`src/rtl/change_if.sv`:
```
// Handshake, hopper drive and sensor bundle between the vending FSM/hoppers
// and the change dispenser.
interface change_if #(
   parameter int AMT_W = 4
) ();
   logic             req_valid;
   logic [AMT_W-1:0] req_amount;
   logic             req_ready;
   logic             hop10_en;
   logic             hop5_en;
   logic             sense10;
   logic             sense5;
   logic             busy;
   logic             done;
   logic             fault;
   logic [AMT_W-1:0] paid;

   modport master (
      output req_valid, req_amount, sense10, sense5,
      input  req_ready, hop10_en, hop5_en, busy, done, fault, paid
   );

   modport slave (
      input  req_valid, req_amount, sense10, sense5,
      output req_ready, hop10_en, hop5_en, busy, done, fault, paid
   );
endinterface

```
`src/rtl/change_dispenser.sv`:
```
// Greedy coin payout controller: drives 10/5-unit hoppers one coin at a time,
// confirms each coin on the exit sensors and reports paid amount and faults.
//
// state   | meaning
// --------+------------------------------------------------------------
// IDLE    | ready for a request
// SELECT  | pick 10-unit coin if remaining>=2 else 5-unit, load timers
// DRIVE   | selected hopper motor on for PULSE_CYC cycles, sensor watched
// WAIT    | motors off, waiting for the selected coin's sensor
// DONE    | one-cycle completion pulse, no fault
// FAULT   | one-cycle completion pulse with fault (jam or timeout)
module change_dispenser #(
   parameter int AMT_W       = 4,
   parameter int PULSE_CYC   = 8,
   parameter int TIMEOUT_CYC = 1000
) (
   input  logic    clk,
   input  logic    rst,
   change_if.slave bus
);

   localparam int PUL_W = (PULSE_CYC > 1) ? $clog2(PULSE_CYC) : 1;
   localparam int TMO_W = (TIMEOUT_CYC > 1) ? $clog2(TIMEOUT_CYC) : 1;

   typedef enum logic [2:0] {
      S_IDLE,
      S_SELECT,
      S_DRIVE,
      S_WAIT,
      S_DONE,
      S_FAULT
   } state_t;

   state_t           state_q, state_d;
   logic [AMT_W-1:0] rem_q, rem_d;
   logic [AMT_W-1:0] paid_q, paid_d;
   logic             fault_q, fault_d;
   logic             coin10_q, coin10_d;
   logic [PUL_W-1:0] pulse_q, pulse_d;
   logic [TMO_W-1:0] tmo_q, tmo_d;

   logic [AMT_W-1:0] coin_val;
   logic             hit;
   logic             jam;

   assign coin_val = coin10_q ? AMT_W'(2) : AMT_W'(1);
   assign hit      = coin10_q ? (bus.sense10 & ~bus.sense5) : (bus.sense5 & ~bus.sense10);
   assign jam      = (bus.sense10 | bus.sense5) & ~hit;

   always_ff @(posedge clk) begin
      if (rst) begin
         state_q  <= S_IDLE;
         rem_q    <= '0;
         paid_q   <= '0;
         fault_q  <= 1'b0;
         coin10_q <= 1'b0;
         pulse_q  <= '0;
         tmo_q    <= '0;
      end else begin
         state_q  <= state_d;
         rem_q    <= rem_d;
         paid_q   <= paid_d;
         fault_q  <= fault_d;
         coin10_q <= coin10_d;
         pulse_q  <= pulse_d;
         tmo_q    <= tmo_d;
      end
   end

   always_comb begin
      state_d  = state_q;
      rem_d    = rem_q;
      paid_d   = paid_q;
      fault_d  = fault_q;
      coin10_d = coin10_q;
      pulse_d  = pulse_q;
      tmo_d    = tmo_q;
      case (state_q)
         S_IDLE: begin
            if (bus.req_valid) begin
               rem_d   = bus.req_amount;
               paid_d  = '0;
               fault_d = 1'b0;
               state_d = (bus.req_amount == '0) ? S_DONE : S_SELECT;
            end
         end
         S_SELECT: begin
            coin10_d = (rem_q >= AMT_W'(2));
            pulse_d  = PUL_W'(PULSE_CYC - 1);
            tmo_d    = TMO_W'(TIMEOUT_CYC - 1);
            state_d  = S_DRIVE;
         end
         S_DRIVE, S_WAIT: begin
            // A matching sensor in the final timeout cycle still counts as success.
            if (hit) begin
               rem_d   = rem_q - coin_val;
               paid_d  = paid_q + coin_val;
               state_d = (rem_q == coin_val) ? S_DONE : S_SELECT;
            end else if (jam || tmo_q == '0) begin
               fault_d = 1'b1;
               state_d = S_FAULT;
            end else begin
               tmo_d = tmo_q - 1'b1;
               if (state_q == S_DRIVE) begin
                  if (pulse_q == '0) state_d = S_WAIT;
                  else               pulse_d = pulse_q - 1'b1;
               end
            end
         end
         S_DONE, S_FAULT: state_d = S_IDLE;
         default:         state_d = S_IDLE;
      endcase
   end

   assign bus.req_ready = (state_q == S_IDLE) && !rst;
   assign bus.hop10_en  = (state_q == S_DRIVE) && coin10_q;
   assign bus.hop5_en   = (state_q == S_DRIVE) && !coin10_q;
   assign bus.busy      = (state_q != S_IDLE);
   assign bus.done      = (state_q == S_DONE) || (state_q == S_FAULT);
   assign bus.fault     = fault_q;
   assign bus.paid      = paid_q;

endmodule

```
`src/flat_wrapper.sv`:
```
// flat-port wrapper written by rule: the top's interface ports become plain ports
module change_dispenser_flat 
#(
   parameter int AMT_W       = 4,
   parameter int PULSE_CYC   = 8,
   parameter int TIMEOUT_CYC = 1000
)
  (clk, rst, bus_req_valid, bus_req_amount, bus_sense10, bus_sense5, bus_req_ready, bus_hop10_en, bus_hop5_en, bus_busy, bus_done, bus_fault, bus_paid);
  change_if #(.AMT_W(AMT_W)) bus_i ();
  input  logic clk;
  input  logic rst;
  input wire logic [$bits(bus_i.req_valid)-1:0] bus_req_valid;
  input wire logic [$bits(bus_i.req_amount)-1:0] bus_req_amount;
  input wire logic [$bits(bus_i.sense10)-1:0] bus_sense10;
  input wire logic [$bits(bus_i.sense5)-1:0] bus_sense5;
  output wire logic [$bits(bus_i.req_ready)-1:0] bus_req_ready;
  output wire logic [$bits(bus_i.hop10_en)-1:0] bus_hop10_en;
  output wire logic [$bits(bus_i.hop5_en)-1:0] bus_hop5_en;
  output wire logic [$bits(bus_i.busy)-1:0] bus_busy;
  output wire logic [$bits(bus_i.done)-1:0] bus_done;
  output wire logic [$bits(bus_i.fault)-1:0] bus_fault;
  output wire logic [$bits(bus_i.paid)-1:0] bus_paid;
  assign bus_i.req_valid = bus_req_valid;
  assign bus_i.req_amount = bus_req_amount;
  assign bus_i.sense10 = bus_sense10;
  assign bus_i.sense5 = bus_sense5;
  assign bus_req_ready = bus_i.req_ready;
  assign bus_hop10_en = bus_i.hop10_en;
  assign bus_hop5_en = bus_i.hop5_en;
  assign bus_busy = bus_i.busy;
  assign bus_done = bus_i.done;
  assign bus_fault = bus_i.fault;
  assign bus_paid = bus_i.paid;
  change_dispenser #(.AMT_W(AMT_W), .PULSE_CYC(PULSE_CYC), .TIMEOUT_CYC(TIMEOUT_CYC)) u_core (.clk(clk), .rst(rst), .bus(bus_i));
endmodule
```
`config.mk`:
```
export PLATFORM = sky130hd
export DESIGN_NAME = change_dispenser_flat
export DESIGN_NICKNAME = d
export VERILOG_FILES = /design/src/rtl/change_if.sv /design/src/rtl/change_dispenser.sv /design/src/flat_wrapper.sv
export SDC_FILE = /design/constraint.sdc
export NUM_CORES = 1
export LEC_CHECK = 0
export BUFFER_PORTS_ARGS = -buffer_cell sky130_fd_sc_hd__buf_2
export CAP_MARGIN = 20
export CELL_PAD_IN_SITES_DETAIL_PLACEMENT = 1
export CELL_PAD_IN_SITES_GLOBAL_PLACEMENT = 1
export CORE_ASPECT_RATIO = 0.7
export CORE_MARGIN = 4
export CORE_UTILIZATION = 46
export CTS_CLUSTER_DIAMETER = 120
export CTS_CLUSTER_SIZE = 12
export DETAILED_ROUTE_END_ITERATION = 10
export PLACE_DENSITY_LB_ADDON = 0.1
export SLEW_MARGIN = 10
export SYNTH_ARGS = -nofsm -noshare
export SYNTH_HDL_FRONTEND = slang
export SYNTH_SLANG_ARGS = --single-unit
export TNS_END_PERCENT = 30
```
`constraint.sdc`:
```
create_clock -name clk -period 3.3 [get_ports clk]
set_input_delay 0.165 -clock clk [delete_from_list [all_inputs] [get_ports clk]]
set_output_delay 0.165 -clock clk [all_outputs]
set_load 0.05 [all_outputs]
```
## After elaboration in Yosys (flattened, before gate mapping)

Index checks and enable logic that the tools add are counted.

| cells by class | value |
|---|---|
| add/sub/neg operators | 4 |
| $lt $le $gt $ge | 1 |
| equal/unequal tests | 15 |
| multiplexer cells | 28 |
| bitwise gates (word level) | 7 |
| reductions and logical operators | 20 |

Operators with widths:

| operator | number |
|---|---|
| 3-bit 2-to-1 mux | 11 |
| 10-bit 2-to-1 mux | 2 |
| 10-bit case mux with 2 select lines | 1 |
| 4-bit 2-to-1 mux | 4 |
| 4-bit case mux with 2 select lines | 2 |
| 10-bit zero test | 1 |
| 10-bit by 1-bit subtractor with 10-bit output, second input constant | 1 |
| 3-bit case mux with 3 select lines | 1 |
| 3-bit AND reduction | 3 |
| 2-bit != test, second input constant | 4 |
| 4-bit by 1-bit != test with 1-bit output, second input constant | 2 |
| 3-bit by 2-bit == test with 1-bit output, second input constant | 2 |
| 3-bit == test, second input constant | 2 |
| 3-bit zero test | 2 |
| 2-bit by 1-bit != test with 1-bit output, second input constant | 3 |
| 3-bit case mux with 2 select lines | 1 |
| 5-bit AND reduction | 1 |
| 4-bit adder | 1 |
| 4-bit == test | 1 |
| 4-bit by 2-bit greater-or-equal comparator with 1-bit output, second input constant | 1 |
| 4-bit zero test | 1 |
| 1-bit 2-to-1 mux | 4 |
| 4-bit AND reduction | 1 |
| 2-bit nonzero test | 2 |
| other kinds (13) | 21 |

| word-level totals | value |
|---|---|
| register bits after elaboration | 26 |
| input port bits | 9 |
| output and inout bits | 10 |
| word-level logic and storage cells | 82 |

## Longest topological paths before layout

Gate-level depths: netlist (run 1).

| logic depth | value |
|---|---|
| depth in word-level cells | 9 |
| gate-level depth with buffers | 8 |
| gate-level depth less buffers | 7 |

## Worst setup path after synthesis (run 1)

No wires, ideal clock.

| timing path | value |
|---|---|
| path kind | register to register |
| from | register u_core.coin10_q |
| to | register u_core.state_q[0] |
| setup time | 128 ps |
| data arrival time | 1954 ps |
| required time | 3172 ps |
| setup slack | 1218 ps |
| cell stages (with the launch flop) | 9 |
| path buffers | 1 |
| clock period less this slack | 2082 ps |
| cells stage by stage | dfxtp_1 -> clkbuf_1 -> inv_1 -> ha_1 -> nor4bb_1 -> o21ai_0 -> a22o_1 -> a22oi_1 -> nor2_1 |

| on the way | value |
|---|---|
| word-level cells in the longest chain between the ends | 7 |
| elaborated cells between the ends (all ways) | 13 |
| classes of those cells | eq/ne: 3; mux: 6; bitwise: 2; reduce/logical: 2 |

Ends and longest elaborated chain:

| element | RTL line | RTL |
|---|---|---|
| from (decl) | change_dispenser.sv:38 | `logic coin10_q, coin10_d;` |
| from (signal assigned) | change_dispenser.sv:64 | `coin10_q <= coin10_d;` |
| 1-bit 2-to-1 mux | change_dispenser.sv:47 | `assign hit = coin10_q ? (bus.sense10 & ~bus.sense5) : (bus.sense5 & ~bus.sense10);` |
| 1-bit NOT | change_dispenser.sv:48 | `assign jam = (bus.sense10 \| bus.sense5) & ~hit;` |
| 1-bit bitwise AND | change_dispenser.sv:48 |  |
| 1-bit logical OR | change_dispenser.sv:99 | `end else if (jam \|\| tmo_q == '0) begin` |
| 3-bit 2-to-1 mux | change_dispenser.sv:99 |  |
| 3-bit 2-to-1 mux | change_dispenser.sv:95 | `if (hit) begin` |
| 3-bit case mux with 3 select lines | change_dispenser.sv:78 | `case (state_q)` |
| to (signal assigned) | change_dispenser.sv:60 | `state_q <= state_d;` |
| to (decl) | change_dispenser.sv:34 | `state_t state_q, state_d;` |

Several ways; a longest one is shown, not always the timed one.
A chain may end at the register's enable or synchronous reset.

## Worst setup path after layout (run 1)

Ends and elaborated chain as after synthesis.

==> load_flow_metrics.sql, run 1 <==
INSERT INTO impl_metrics (metric_group, metric, value, unit) VALUES
('clocking', 'tritoncts', 'yes', ''),
('place', 'io_buffers', '18', ''),
('clocking', 'clock_insertion_delay_worst_skew', '0.27', 'ns'),
('synth', 'ys_warn_count', '0', ''),
('finish', 'final-seq-area', '520', 'sq um'),
('clocking', 'cts.root.buffer_cell', 'sky130_fd_sc_hd__clkbuf_8', ''),
('clocking', 'quantity_of_gates_resized_following_cts', '0', ''),
('drt', 'vias', '1404', ''),
('global_route', 'grtUsageMet2', '0.285', ''),
('floorplanning', 'initial_core_util', '0.482', ''),
('worst_setup_path', 'crit_path_max_fanout', '12', ''),
('hold_path', 'worstHoldPathCells', '3', ''),
('hold_path', 'hold_path_end', 'u_core.rem_q[0]$_SDFFE_PP0P_', ''),
('synth', 'number_of_register_bits_inferred_by_synthesis', '26', ''),
('worst_setup_path', 'cp_data_required_time', '3.45', 'ns'),
('drt', 'count_of_unresolved_drc_violations_after_routing', '0', ''),
('sta', 'holdWs', '0.239', 'ns'),
('sta', 'final_hold_viol_count', '0', ''),
('global_route', 'grt_busiest_layer', 'met1', ''),
('sta', 'worst-slew-pin-transition', '0.656', 'ns'),
('sta', 'share_of_the_clock_period_used_by_the_worst_path', '0.756', ''),
('global_route', 'grt.met3_usage', '0.0388', ''),
('sta', 'grt_setup_unrepaired', 'false', ''),
('hold_path', 'holdCritPathClass', 'in -> reg', ''),
('worst_setup_path', 'criticalPathCategory', 'reg -> reg', ''),
('synth', 'synthCells', '187', ''),
('hold_path', 'worstHoldStart', 'bus_req_amount[0]', ''),
('synth', 'synth_cell_type_count', '47', ''),
('clocking', 'h-tree-depth', '1', ''),
('global_route', 'largest_net_degree_at_the_start_of_global_routing', '28', ''),
('drt', 'drt-initial-drc-count', '108', ''),
('drt', 'routed_wirelength', '3910', 'um'),
('floorplanning', 'design.die.area', '4320', 'sq um'),
('global_route', 'vias_in_the_first_global_route', '1406', ''),
('run_status', 'status', 'completed', ''),
('worst_setup_path', 'timing.critical_path.from_type', 'register', ''),
('global_route', 'overflow', '0', ''),
('synth', 'synth-edff-count', '0', ''),
('place', 'postPlaceCellArea', '1610', 'sq um'),
('sta', 'final.setup_skew', '0.00136', 'ns'),
('clocking', 'cts_hold_buffers', '0', ''),
('run', 'drv_cap', '0', ''),
('finish', 'multiInputGateArea', '911', 'sq um'),
('synth', 'syn_nets', '205', ''),
('floorplanning', 'die-height', '56.2', 'um'),
('place', 'gp_congestion', '0.912', ''),
('worst_setup_path', 'r2r-start', 'u_core.coin10_q$_SDFFE_PP0P_', ''),
('clocking', 'clock_sink_count', '26', ''),
('sta', 'max_freq', '401', 'MHz'),
('clocking', 'ctsLongestPathBuffers', '2', ''),
('sta', 'layout_min_cycle_time', '2.49', 'ns'),
('global_route', 'met1_track_usage_gr', '0.288', ''),
('worst_setup_path', 'cp_startpoint', 'u_core.coin10_q$_SDFFE_PP0P_', ''),
('worst_setup_path', 'worstSetupEndpointType', 'register', ''),
('sta', 'setup_violations', '0', ''),
('finish', 'finalNonFillerCells', '237', ''),
('synth', 'avgSynthCellArea', '8.16', 'sq um'),
('sta', 'timing.slew.headroom', '0.558', ''),
('drt', 'drt-pass1-iter-count', '4', ''),
('power', 'static-leakage-power', '0.675', 'nW'),
('global_route', 'wire_length_of_the_first_global_routing_pass', '6800', 'um'),
('synth', 'synth_area', '1530', 'sq um'),
('power', 'power.density_cell_area', '547', 'nW/um^2'),
('floorplanning', 'horiz_die_dim', '76.9', 'um'),
('clocking', 'cts.clk_slew.worst_paths', '0.09', 'ns'),
('clocking', 'cts_made_buffers', '3', ''),
('finish', 'drive_above_1_share', '0.136', ''),
('finish', 'nNetsFinal', '218', ''),
('place', 'post-dp-hpwl', '2950', 'um'),
('floorplanning', 'boundaryPins', '19', ''),
('drt', 'wire_per_inst', '16.5', 'um');
[worst max-delay path by stage]
stage	to	slack, ns	cells past startpoint
2_1_floorplan	u_core.state_q[0]$_SDFFE_PP0P_	1.22	8
3_3_place_gp	u_core.state_q[0]$_SDFFE_PP0P_	1.13	7
3_5_place_dp	u_core.state_q[0]$_SDFFE_PP0P_	0.89	7
4_1_cts	u_core.state_q[0]$_SDFFE_PP0P_	0.83	7
5_1_grt	u_core.state_q[0]$_SDFFE_PP0P_	0.59	7
6_report	u_core.state_q[0]$_SDFFE_PP0P_	0.81	7
[layout by cell type (no fill, tap or decap), types with 4 or more instances in the layout]
| master | n |
|---|---|
| sky130_fd_sc_hd__nor2_1 | 24 |
| sky130_fd_sc_hd__a21oi_1 | 15 |
| sky130_fd_sc_hd__a311oi_1 | 4 |
| sky130_fd_sc_hd__buf_2 | 18 |
| sky130_fd_sc_hd__xor2_1 | 4 |
| sky130_fd_sc_hd__nand2b_1 | 4 |
| sky130_fd_sc_hd__nor4_1 | 4 |
| sky130_fd_sc_hd__nor3_1 | 13 |
| sky130_fd_sc_hd__o21ai_0 | 7 |
| sky130_fd_sc_hd__dfxtp_1 | 26 |
| sky130_fd_sc_hd__inv_1 | 12 |
| sky130_fd_sc_hd__ha_1 | 7 |
| sky130_fd_sc_hd__a211oi_1 | 6 |
| sky130_fd_sc_hd__clkbuf_8 | 4 |
| sky130_fd_sc_hd__nand2_1 | 7 |
[state kept, by name (all words and copies together), names as in the netlist]
name and cells:
u_core.bus.paid 4, u_core.coin10_q 1, u_core.state_q 3, u_core.tmo_q 10
u_core.pulse_q 3, u_core.rem_q 4, u_core.bus.fault 1
[where the power goes]
part           leakage [nW]  internal (mW)  switching, mW
Sequential            0.213          0.350         0.0469
Combinational         0.433          0.119          0.190
Clock                0.0288          0.107          0.100
Total                 0.675          0.576          0.337
[critical path: stages (launching register included)]
cell and delay, ns:
sky130_fd_sc_hd__dfxtp_1 0.62, sky130_fd_sc_hd__inv_1 0.23, sky130_fd_sc_hd__ha_1 0.35, sky130_fd_sc_hd__nor4bb_1 0.49, sky130_fd_sc_hd__o21ai_0 0.20, sky130_fd_sc_hd__a22o_1 0.23
sky130_fd_sc_hd__a22oi_1 0.19, sky130_fd_sc_hd__nor2_1 0.06
[cell families after synthesis]
logic type / Yosys count / share of synthesized area
simple gates: 76 / 0.268
buf+inv: 22 / 0.0623
fa+ha+maj: 9 / 0.0836
xor+xnor: 6 / 0.0344
flops: 26 / 0.341
compound gates: 47 / 0.204
mux: 1 / 0.00656
[synth_stat cells (2+ instances only)]
| cell | instances | share of area |
|---|---|---|
| sky130_fd_sc_hd__o211ai_1 | 2 | 0.0098 |
| sky130_fd_sc_hd__dfxtp_1 | 26 | 0.34 |
| sky130_fd_sc_hd__o21a_1 | 3 | 0.015 |
| sky130_fd_sc_hd__nand4b_1 | 2 | 0.011 |
| sky130_fd_sc_hd__fa_1 | 2 | 0.026 |
| sky130_fd_sc_hd__nand3_1 | 2 | 0.0066 |
| sky130_fd_sc_hd__nand4_1 | 2 | 0.0082 |
| sky130_fd_sc_hd__nor4_1 | 4 | 0.016 |
| sky130_fd_sc_hd__clkbuf_1 | 6 | 0.015 |
| sky130_fd_sc_hd__nor2_1 | 24 | 0.059 |
| sky130_fd_sc_hd__nor3_1 | 13 | 0.043 |
| sky130_fd_sc_hd__nor2b_1 | 3 | 0.012 |
| sky130_fd_sc_hd__or2_2 | 2 | 0.0082 |
| sky130_fd_sc_hd__a211oi_1 | 6 | 0.030 |
| sky130_fd_sc_hd__a22oi_1 | 3 | 0.015 |
| sky130_fd_sc_hd__a21oi_1 | 15 | 0.049 |
| sky130_fd_sc_hd__xor2_1 | 4 | 0.023 |
| sky130_fd_sc_hd__nand2_1 | 7 | 0.017 |
| sky130_fd_sc_hd__inv_1 | 12 | 0.030 |
| sky130_fd_sc_hd__nor3b_1 | 3 | 0.015 |
| sky130_fd_sc_hd__a311oi_1 | 4 | 0.023 |
| sky130_fd_sc_hd__o21ai_0 | 7 | 0.023 |
| sky130_fd_sc_hd__nand2b_1 | 4 | 0.016 |
| sky130_fd_sc_hd__ha_1 | 7 | 0.057 |
| sky130_fd_sc_hd__xnor2_1 | 2 | 0.011 |
[metal layers]
metal | vias up | part of all wire
met2 | 30 | 0.44
met1 | 675 | 0.51
met4 | 0 | 0.0031
met5 | - | 0
met3 | 2 | 0.045
li1 | 697 | -
[final cells by class]
class                           count  share of cell area
Inverter                           12              0.0270
Clock buffer                        4              0.0330
Tap cell                           38              0.0285
Sequential cell                    26               0.312
Multi-Input combinational cell    139               0.546
Timing Repair Buffer               18              0.0540
[per-stage QoR]
stage | utilization | setup slack [ns] | total power [mW]
floorplan | - | 1.22 | 0.629
global placement | 0.509 | 1.13 | 0.689
detailed placement | 0.509 | 0.895 | 0.708
CTS | 0.527 | 0.829 | 0.920
global route | 0.527 | 0.590 | 0.981
finish | 0.527 | 0.806 | 0.913
No activity file was read; power rests on OpenSTA's default activity.
==> run 2, diff against run 1 <==
--- a/config.mk
+++ b/config.mk
@@ -5,13 +5,14 @@
 export SDC_FILE = /design/constraint.sdc
 export NUM_CORES = 1
 export LEC_CHECK = 0
+export ABC_AREA = 1
 export BUFFER_PORTS_ARGS = -buffer_cell sky130_fd_sc_hd__buf_2
 export CAP_MARGIN = 20
 export CELL_PAD_IN_SITES_DETAIL_PLACEMENT = 1
 export CELL_PAD_IN_SITES_GLOBAL_PLACEMENT = 1
 export CORE_ASPECT_RATIO = 0.7
 export CORE_MARGIN = 4
-export CORE_UTILIZATION = 46
+export CORE_UTILIZATION = 41
 export CTS_CLUSTER_DIAMETER = 120
 export CTS_CLUSTER_SIZE = 12
 export DETAILED_ROUTE_END_ITERATION = 10
==> constraint.sdc (replaced) <==
create_clock -name clk -period 2.34 [get_ports clk]
set_input_delay 0.117 -clock clk [delete_from_list [all_inputs] [get_ports clk]]
set_output_delay 0.117 -clock clk [all_outputs]
set_load 0.05 [all_outputs]
==> run 2 against run 1 <==
Combinational power rose to 4.2 times the previous value. Critical path depth unchanged. Non-clock buffer count did not move. Wire length up 4.1%. Synthesized area is 4.9% higher. Clock skew grew 0.0084 ns. Sequential share of layout area shrank 1.9 points. Core utilization down 4.0 points. Register-to-register slack got worse by 0.34 ns. Global-route usage is 0.45 points lower. Sequential power up 80%. Critical path type unchanged. Largest cell class unchanged. Highest routed layer unchanged.
==> load_flow_metrics.sql, run 2 <==
INSERT INTO impl_metrics (metric_group, metric, value, unit) VALUES
('clocking', 'cts.root.buffer_cell', 'sky130_fd_sc_hd__clkbuf_8', ''),
('worst_setup_path', 'cp_startpoint', 'u_core.coin10_q$_SDFFE_PP0P_', ''),
('clocking', 'clock_sink_count', '26', ''),
('power', 'static-leakage-power', '0.801', 'nW'),
('synth', 'yosys_most_used_dff', 'sky130_fd_sc_hd__dfxtp_1', ''),
('sta', 'layout_min_cycle_time', '1.88', 'ns'),
('clocking', 'cts_made_buffers', '3', ''),
('sta', 'holdWs', '0.151', 'ns'),
('sta', 'worst-slew-pin-transition', '0.404', 'ns'),
('synth', 'avgSynthCellArea', '6.99', 'sq um'),
('floorplanning', 'initial_core_util', '0.439', ''),
('worst_setup_path', 'criticalPathCategory', 'reg -> reg', ''),
('global_route', 'overflow', '0', ''),
('synth', 'synth.cells.most_frequent', '47 x sky130_fd_sc_hd__nand2_1, 37 x sky130_fd_sc_hd__nor2_1, 26 x sky130_fd_sc_hd__dfxtp_1', ''),
('synth', 'fraction_of_registers_with_async_set_reset', '0', ''),
('synth', 'post-synth-top-count-cell', 'sky130_fd_sc_hd__nand2_1', ''),
('run_status', 'status', 'completed', ''),
('floorplanning', 'die-height', '60.3', 'um'),
('power', 'vdd_ir_drop_max', '0.000643', 'V'),
('clocking', 'h-tree-depth', '1', ''),
('drt', 'count_of_unresolved_drc_violations_after_routing', '0', ''),
('sta', 'setup_violations', '0', ''),
('finish', 'post-route-cell-area', '1780', 'sq um'),
('worst_setup_path', 'slowest_stage', 'sky130_fd_sc_hd__dfxtp_1', ''),
('synth', 'synth_top_cell_by_area', 'sky130_fd_sc_hd__dfxtp_1', ''),
('clocking', 'cts.clk_slew.worst_paths', '0.10', 'ns'),
('clocking', 'ctsLongestPathBuffers', '2', ''),
('synth', 'synth-edff-count', '0', ''),
('finish', 'layout_common_cells', '47 x sky130_fd_sc_hd__nand2_1, 37 x sky130_fd_sc_hd__nor2_1, 26 x sky130_fd_sc_hd__dfxtp_1, 22 x sky130_fd_sc_hd__a21oi_1, 20 x sky130_fd_sc_hd__inv_1', ''),
('hold_path', 'worstHoldStart', 'bus_req_amount[2]', ''),
('drt', 'routed_wirelength', '4070', 'um'),
('finish', 'largest_register_ffs', '10', ''),
('worst_setup_path', 'crit_path_max_fanout', '7', ''),
('synth', 'seq_area_frac_synth', '0.325', ''),
('synth', 'number_of_register_bits_inferred_by_synthesis', '26', ''),
('worst_setup_path', 'cpMostUsedCell', 'sky130_fd_sc_hd__a21oi_1', ''),
('worst_setup_path', 'worstPathCellList', 'inv_1 -> ha_1 -> fa_1 -> xnor2_1 -> nor2_1 -> a21oi_1 -> a21oi_1', ''),
('drt', 'wire_per_inst', '13.7', 'um'),
('floorplanning', 'design.die.area', '4990', 'sq um'),
('finish', 'antenna-diode-count', '0', ''),
('place', 'post_placement_setup_slack', '0.486', 'ns'),
('worst_setup_path', 'worst-endpoint-arrival', '2.05', 'ns'),
('sta', 'final_hold_viol_count', '0', ''),
('synth', 'synthCells', '229', ''),
('global_route', 'vias_in_the_first_global_route', '1388', ''),
('clocking', 'tritoncts', 'yes', ''),
('finish', 'finalNonFillerCells', '296', ''),
('clocking', 'clock_insertion_delay_worst_skew', '0.27', 'ns'),
('finish', 'finish.utilization', '0.487', ''),
('global_route', 'wire_length_of_the_first_global_routing_pass', '6980', 'um'),
('clocking', 'cts_hold_buffers', '0', ''),
('power', 'power.density_cell_area', '1310', 'nW/um^2'),
('floorplanning', 'placementRows', '18', ''),
('power', 'power', '2.32', 'mW'),
('place', 'gp_congestion', '0.777', ''),
('drt', 'vias', '1473', ''),
('place', 'post-dp-hpwl', '3180', 'um'),
('sta', 'grt_setup_unrepaired', 'false', ''),
('sta', 'max_freq', '532', 'MHz'),
('sta', 'final.setup_skew', '0.00980', 'ns'),
('drt', 'routed_via_density', '4.98', ''),
('worst_setup_path', 'worst_path_largest_cell_delay', '0.51', 'ns'),
('global_route', 'antenna_found_initial', '0', ''),
('place', 'postPlaceCellArea', '1720', 'sq um'),
('worst_setup_path', 'timing.critical_path.from_type', 'register', ''),
('finish', 'mostFrequentLayoutCell', 'sky130_fd_sc_hd__nand2_1', ''),
('worst_setup_path', 'r2r_setup_slack', '0.46', 'ns'),
('finish', 'regMostFlops', 'u_core.tmo_q', ''),
('global_route', 'largest_net_degree_at_the_start_of_global_routing', '20', ''),
('run', 'drv_cap', '0', ''),
('synth', 'synth_area', '1600', 'sq um'),
('worst_setup_path', 'worstSetupEndpointType', 'register', ''),
('sta', 'timing.slew.headroom', '0.731', ''),
('synth', 'syn_nets', '247', ''),
('floorplanning', 'horiz_die_dim', '82.7', 'um'),
('finish', 'layout_area_growth_over_synthesis', '10.9', '%'),
('sta', 'share_of_the_clock_period_used_by_the_worst_path', '0.803', ''),
('finish', 'number_of_fillers_in_the_final_layout', '510', ''),
('drt', 'drt-initial-drc-count', '101', ''),
('sta', 'setup_slack', '0.461', 'ns'),
('synth', 'synthDominantCellAreaShare', '0.325', ''),
('place', 'post-place-cells', '292', ''),
('floorplanning', 'core', '3650', 'sq um'),
('synth', 'synth.top_cells.by_area', 'sky130_fd_sc_hd__dfxtp_1 33%, sky130_fd_sc_hd__nand2_1 11%, sky130_fd_sc_hd__nor2_1 8.7%', ''),
('global_route', 'groute.usage.overall', '0.187', ''),
('synth', 'ys_warn_count', '0', ''),
('floorplanning', 'boundaryPins', '19', ''),
('clocking', 'cts_post_setup_buffers_inserted', '0', ''),
('sta', 'timing.setup.tns', '0', 'ns'),
('worst_setup_path', 'cp_data_required_time', '2.51', 'ns'),
('sta', 'drv_slew', '0', ''),
('synth', 'synth_cell_type_count', '32', ''),
('clocking', 'quantity_of_gates_resized_following_cts', '0', ''),
('worst_setup_path', 'r2r-start', 'u_core.coin10_q$_SDFFE_PP0P_', ''),
('finish', 'drive_above_1_share', '0.146', ''),
('finish', 'nNetsFinal', '265', ''),
('hold_path', 'holdCritPathClass', 'in -> reg', ''),
('drt', 'drt-pass1-iter-count', '4', ''),
('drt', 'detail-route-antenna-nets', '0', ''),
('place', 'io_buffers', '18', '');
## run 2: metal layers
metal  vias to the layer above  wire (um)  GRT usage
li1                        778          -          -
met1                       672       2260      0.281
met2                        21       1660      0.275
met3                         2        134     0.0437
met4                         0         17     0.0280
met5                         -          0          0
## run 2: critical path, delay by kind of cell, from the launching register on
kind	cells	cell delay [ns]
adder cells (fa/ha/maj)	2	0.64
flip-flops	1	0.51
AO/OA/AOI/OAI	2	0.21
buffers and inverters	1	0.20
XOR/XNOR	1	0.15
AND/OR/NAND/NOR	1	0.06
## run 2: area by class of cell
| cell class | instances | area, sq um | area share |
|---|---|---|---|
| Timing Repair Buffer | 18 | 90.1 | 0.0507 |
| Sequential cell | 26 | 520 | 0.293 |
| Inverter | 25 | 101 | 0.0571 |
| Tap cell | 50 | 62.6 | 0.0352 |
| Multi-Input combinational cell | 173 | 946 | 0.533 |
| Clock buffer | 4 | 55.1 | 0.0310 |
## run 2: final timing paths
path	endpoint	cells past startpoint
worst max-delay path	u_core.rem_q[2]$_SDFFE_PP0P_	7
worst min-delay path	u_core.rem_q[2]$_SDFFE_PP0P_	3
worst max register to register	u_core.rem_q[2]$_SDFFE_PP0P_	7
worst min register to register	u_core.pulse_q[2]$_SDFFE_PP0P_	2
## run 2: cell families after synthesis
| kind of cell | Yosys count | synth area share |
|---|---|---|
| AOI/OAI and AO/OA | 43 | 0.146 |
| xor gates and xnor gates | 7 | 0.0383 |
| adders and majority gates | 9 | 0.0797 |
| buffers and inverters | 30 | 0.0844 |
| DFF | 26 | 0.325 |
| and+or+nand+nor | 114 | 0.327 |
## run 2: report_power, final
group	leakage, nW	total [mW]	internal (mW)	switching [mW]
clock	0.0288	0.296	0.151	0.145
combinational	0.559	1.31	0.448	0.857
sequential	0.213	0.715	0.580	0.135
total	0.801	2.32	1.18	1.14
==> run 3, diff against run 2 <==
--- a/config.mk
+++ b/config.mk
@@ -12,7 +12,7 @@
 export CELL_PAD_IN_SITES_GLOBAL_PLACEMENT = 1
 export CORE_ASPECT_RATIO = 0.7
 export CORE_MARGIN = 4
-export CORE_UTILIZATION = 41
+export CORE_UTILIZATION = 37
 export CTS_CLUSTER_DIAMETER = 120
 export CTS_CLUSTER_SIZE = 12
 export DETAILED_ROUTE_END_ITERATION = 10
==> constraint.sdc (replaced) <==
create_clock -name clk -period 1.6 [get_ports clk]
set_input_delay 0.08 -clock clk [delete_from_list [all_inputs] [get_ports clk]]
set_output_delay 0.08 -clock clk [all_outputs]
set_load 0.05 [all_outputs]
==> run 3 against run 2 <==
Combinational power up 71%. Core utilization is 0.64 points lower. Via count increased by 4.8%. Die area increased by 9.5%. Critical endpoint is now u_core.rem_q[1]$_SDFFE_PP0P_. Global-route usage decreased by 1.1 points. Highest routed layer unchanged. Power rose by 61%. Setup slack worse by 0.37 ns. Flip-flop and latch count unchanged. Wire length grew 8.3%. Critical path type unchanged.
==> load_flow_metrics.sql, run 3 (synthesis results as in run 2) <==
INSERT INTO impl_metrics (metric_group, metric, value, unit) VALUES
('run', 'drv_cap', '0', ''),
('global_route', 'overflow', '0', ''),
('drt', 'count_of_unresolved_drc_violations_after_routing', '0', ''),
('worst_setup_path', 'worstSetupEndpointType', 'register', ''),
('worst_setup_path', 'worst_path_largest_cell_delay', '0.51', 'ns'),
('sta', 'max_freq', '663', 'MHz'),
('sta', 'grt_setup_unrepaired', 'true', ''),
('sta', 'holdWs', '0.0391', 'ns'),
('sta', 'setup_violations', '0', ''),
('worst_setup_path', 'path_delay_family', 'adder cells', ''),
('finish', 'drive_above_1_share', '0.235', ''),
('finish', 'mostFrequentLayoutCell', 'sky130_fd_sc_hd__nand2_1', ''),
('clocking', 'cts.clk_slew.worst_paths', '0.10', 'ns'),
('floorplanning', 'core', '4040', 'sq um'),
('worst_setup_path', 'r2r_setup_slack', '0.09', 'ns'),
('sta', 'timing.slew.headroom', '0.721', ''),
('worst_setup_path', 'slowest_stage', 'sky130_fd_sc_hd__fa_2', ''),
('sta', 'share_of_the_clock_period_used_by_the_worst_path', '0.943', ''),
('worst_setup_path', 'r2r-start', 'u_core.coin10_q$_SDFFE_PP0P_', ''),
('place', 'io_buffers', '18', ''),
('clocking', 'clock_sink_count', '26', ''),
('floorplanning', 'boundaryPins', '19', ''),
('floorplanning', 'horiz_die_dim', '86.6', 'um'),
('clocking', 'cts_hold_buffers', '0', ''),
('finish', 'regMostFlops', 'u_core.tmo_q', ''),
('clocking', 'tritoncts', 'yes', ''),
('clocking', 'clock_insertion_delay_worst_skew', '0.28', 'ns'),
('floorplanning', 'initial_core_util', '0.396', ''),
('worst_setup_path', 'crit_path_max_fanout', '4', ''),
('floorplanning', 'die-height', '63.0', 'um'),
('clocking', 'cts.root.buffer_cell', 'sky130_fd_sc_hd__clkbuf_8', ''),
('worst_setup_path', 'critical_path_depth', '6', ''),
('run_status', 'status', 'completed', ''),
('drt', 'vias', '1544', ''),
('sta', 'worst-slew-pin-transition', '0.417', 'ns'),
('drt', 'wire_per_inst', '14.1', 'um'),
('global_route', 'largest_net_degree_at_the_start_of_global_routing', '16', ''),
('worst_setup_path', 'timing.critical_path.from_type', 'register', ''),
('sta', 'drv_slew', '0', ''),
('clocking', 'cts_made_buffers', '3', ''),
('worst_setup_path', 'r2r_end', 'u_core.rem_q[1]$_SDFFE_PP0P_', ''),
('finish', 'largest_register_ffs', '10', ''),
('global_route', 'antenna_found_initial', '0', ''),
('clocking', 'ctsLongestPathBuffers', '2', ''),
('hold_path', 'worstHoldStart', 'rst', ''),
('finish', 'antenna-diode-count', '0', ''),
('floorplanning', 'design.die.area', '5460', 'sq um'),
('finish', 'layout_common_cells', '44 x sky130_fd_sc_hd__nand2_1, 35 x sky130_fd_sc_hd__nor2_1, 24 x sky130_fd_sc_hd__dfxtp_1, 21 x sky130_fd_sc_hd__a21oi_1, 19 x sky130_fd_sc_hd__inv_1', ''),
('worst_setup_path', 'worst-endpoint-arrival', '1.69', 'ns'),
('worst_setup_path', 'cpMostUsedCell', 'sky130_fd_sc_hd__o21ai_0', ''),
('drt', 'routed_via_density', '4.95', ''),
('worst_setup_path', 'cp_num_buf_inv', '1', ''),
('finish', 'nNetsFinal', '279', ''),
('sta', 'layout_min_cycle_time', '1.51', 'ns'),
('drt', 'drt-initial-drc-count', '62', ''),
('hold_path', 'holdCritPathClass', 'in -> reg', ''),
('place', 'post-dp-hpwl', '3370', 'um'),
('worst_setup_path', 'cp_data_required_time', '1.78', 'ns'),
('drt', 'routed_wirelength', '4400', 'um'),
('drt', 'drt-pass1-iter-count', '4', ''),
('clocking', 'h-tree-depth', '1', ''),
('worst_setup_path', 'worstPathCellList', 'inv_2 -> ha_2 -> fa_2 -> o21ai_0 -> o21ai_0 -> a21oi_1', ''),
('drt', 'detail-route-antenna-nets', '0', ''),
('floorplanning', 'placementRows', '19', ''),
('finish', 'finish.utilization', '0.480', ''),
('hold_path', 'worstHoldPathCells', '2', ''),
('global_route', 'vias_in_the_first_global_route', '1514', ''),
('power', 'static-leakage-power', '0.878', 'nW'),
('worst_setup_path', 'criticalPathCategory', 'reg -> reg', ''),
('hold_path', 'hold_path_end', 'u_core.pulse_q[2]$_SDFFE_PP0P_', ''),
('global_route', 'groute.usage.overall', '0.176', ''),
('power', 'power.density_cell_area', '1920', 'nW/um^2'),
('finish', 'layout_area_growth_over_synthesis', '21.2', '%'),
('worst_setup_path', 'r2r.worst_path.cells', '6', ''),
('power', 'power', '3.73', 'mW'),
('global_route', 'wire_length_of_the_first_global_routing_pass', '7650', 'um'),
('power', 'vdd_ir_drop_max', '0.000865', 'V'),
('place', 'gp_congestion', '0.768', ''),
('place', 'post-place-cells', '305', ''),
('sta', 'final_hold_viol_count', '0', ''),
('finish', 'finalNonFillerCells', '312', ''),
('sta', 'final.setup_skew', '0.00371', 'ns');
run 3: changes by cell type in the layout (fill, tap and decap cells not counted), moves of 2 or more:
| cell | before | now |
|---|---|---|
| sky130_fd_sc_hd__buf_4 | 0 | 13 |
| sky130_fd_sc_hd__nand2_1 | 47 | 44 |
| sky130_fd_sc_hd__nand2_2 | 0 | 3 |
| sky130_fd_sc_hd__dfxtp_1 | 26 | 24 |
| sky130_fd_sc_hd__dfxtp_2 | 0 | 2 |
| sky130_fd_sc_hd__nor2_1 | 37 | 35 |
| sky130_fd_sc_hd__nor2_2 | 0 | 2 |
run 3: routing by layer:
layer  GRT usage  vias up  wire (um)
li1            -      814          -
met1       0.269      700       2390
met2       0.253       26       1830
met3      0.0329        4        155
met4      0.0350        0         32
met5           0        -          0
run 3: cell type report:
class	count	area, sq um
Timing Repair Buffer	31	188
Tap cell	52	65.1
Sequential cell	26	523
Fill cell	560	2100
Inverter	25	116
Multi-Input combinational cell	174	993
Clock buffer	4	55.1
run 3: worst max path at each step:
stage / startpoint / endpoint / slack, ns
3_3_place_gp: u_core.tmo_q[1]$_SDFFE_PP0P_ / u_core.tmo_q[7]$_SDFFE_PP0P_ / 0.06
3_5_place_dp: u_core.coin10_q$_SDFFE_PP0P_ / u_core.tmo_q[7]$_SDFFE_PP0P_ / -0.01
2_1_floorplan: u_core.coin10_q$_SDFFE_PP0P_ / u_core.rem_q[1]$_SDFFE_PP0P_ / -0.08
4_1_cts: u_core.state_q[1]$_SDFFE_PP0P_ / u_core.pulse_q[2]$_SDFFE_PP0P_ / 0.001
6_report: u_core.coin10_q$_SDFFE_PP0P_ / u_core.rem_q[1]$_SDFFE_PP0P_ / 0.09
5_1_grt: u_core.tmo_q[1]$_SDFFE_PP0P_ / u_core.tmo_q[5]$_SDFFE_PP0P_ / -0.004
run 3: timing repair:
| item | 4_1_cts | 5_1_grt |
|---|---|---|
| gates cloned | 0 | 1 |
| buffers inserted | 0 | 2 |
| gates resized for setup | 3 | 15 |
| endpoints found under the setup margin | 10 | 23 |
| pin swaps | 0 | 6 |
run 3: per-stage QoR:
stage,instance area (sq um),TNS [ns],setup WS (ns)
finish,1940,0,0.0918
global route,1940,-0.00490,-0.00367
global placement,1810,0,0.0591
floorplan,1600,-0.158,-0.0792
detailed placement,1810,-0.0256,-0.0124
CTS,1870,0,0.00106
run 3: where the power goes:
group          internal [mW]  switching, mW
Clock                  0.221          0.226
Sequential             0.852          0.187
Combinational          0.849           1.39
run 3: worst reg2reg max path: stages, from the launching register on:
cell and delay, ns:
sky130_fd_sc_hd__dfxtp_2 0.36, sky130_fd_sc_hd__inv_2 0.06, sky130_fd_sc_hd__ha_2 0.19, sky130_fd_sc_hd__fa_2 0.51, sky130_fd_sc_hd__o21ai_0 0.07, sky130_fd_sc_hd__o21ai_0 0.16
sky130_fd_sc_hd__a21oi_1 0.06
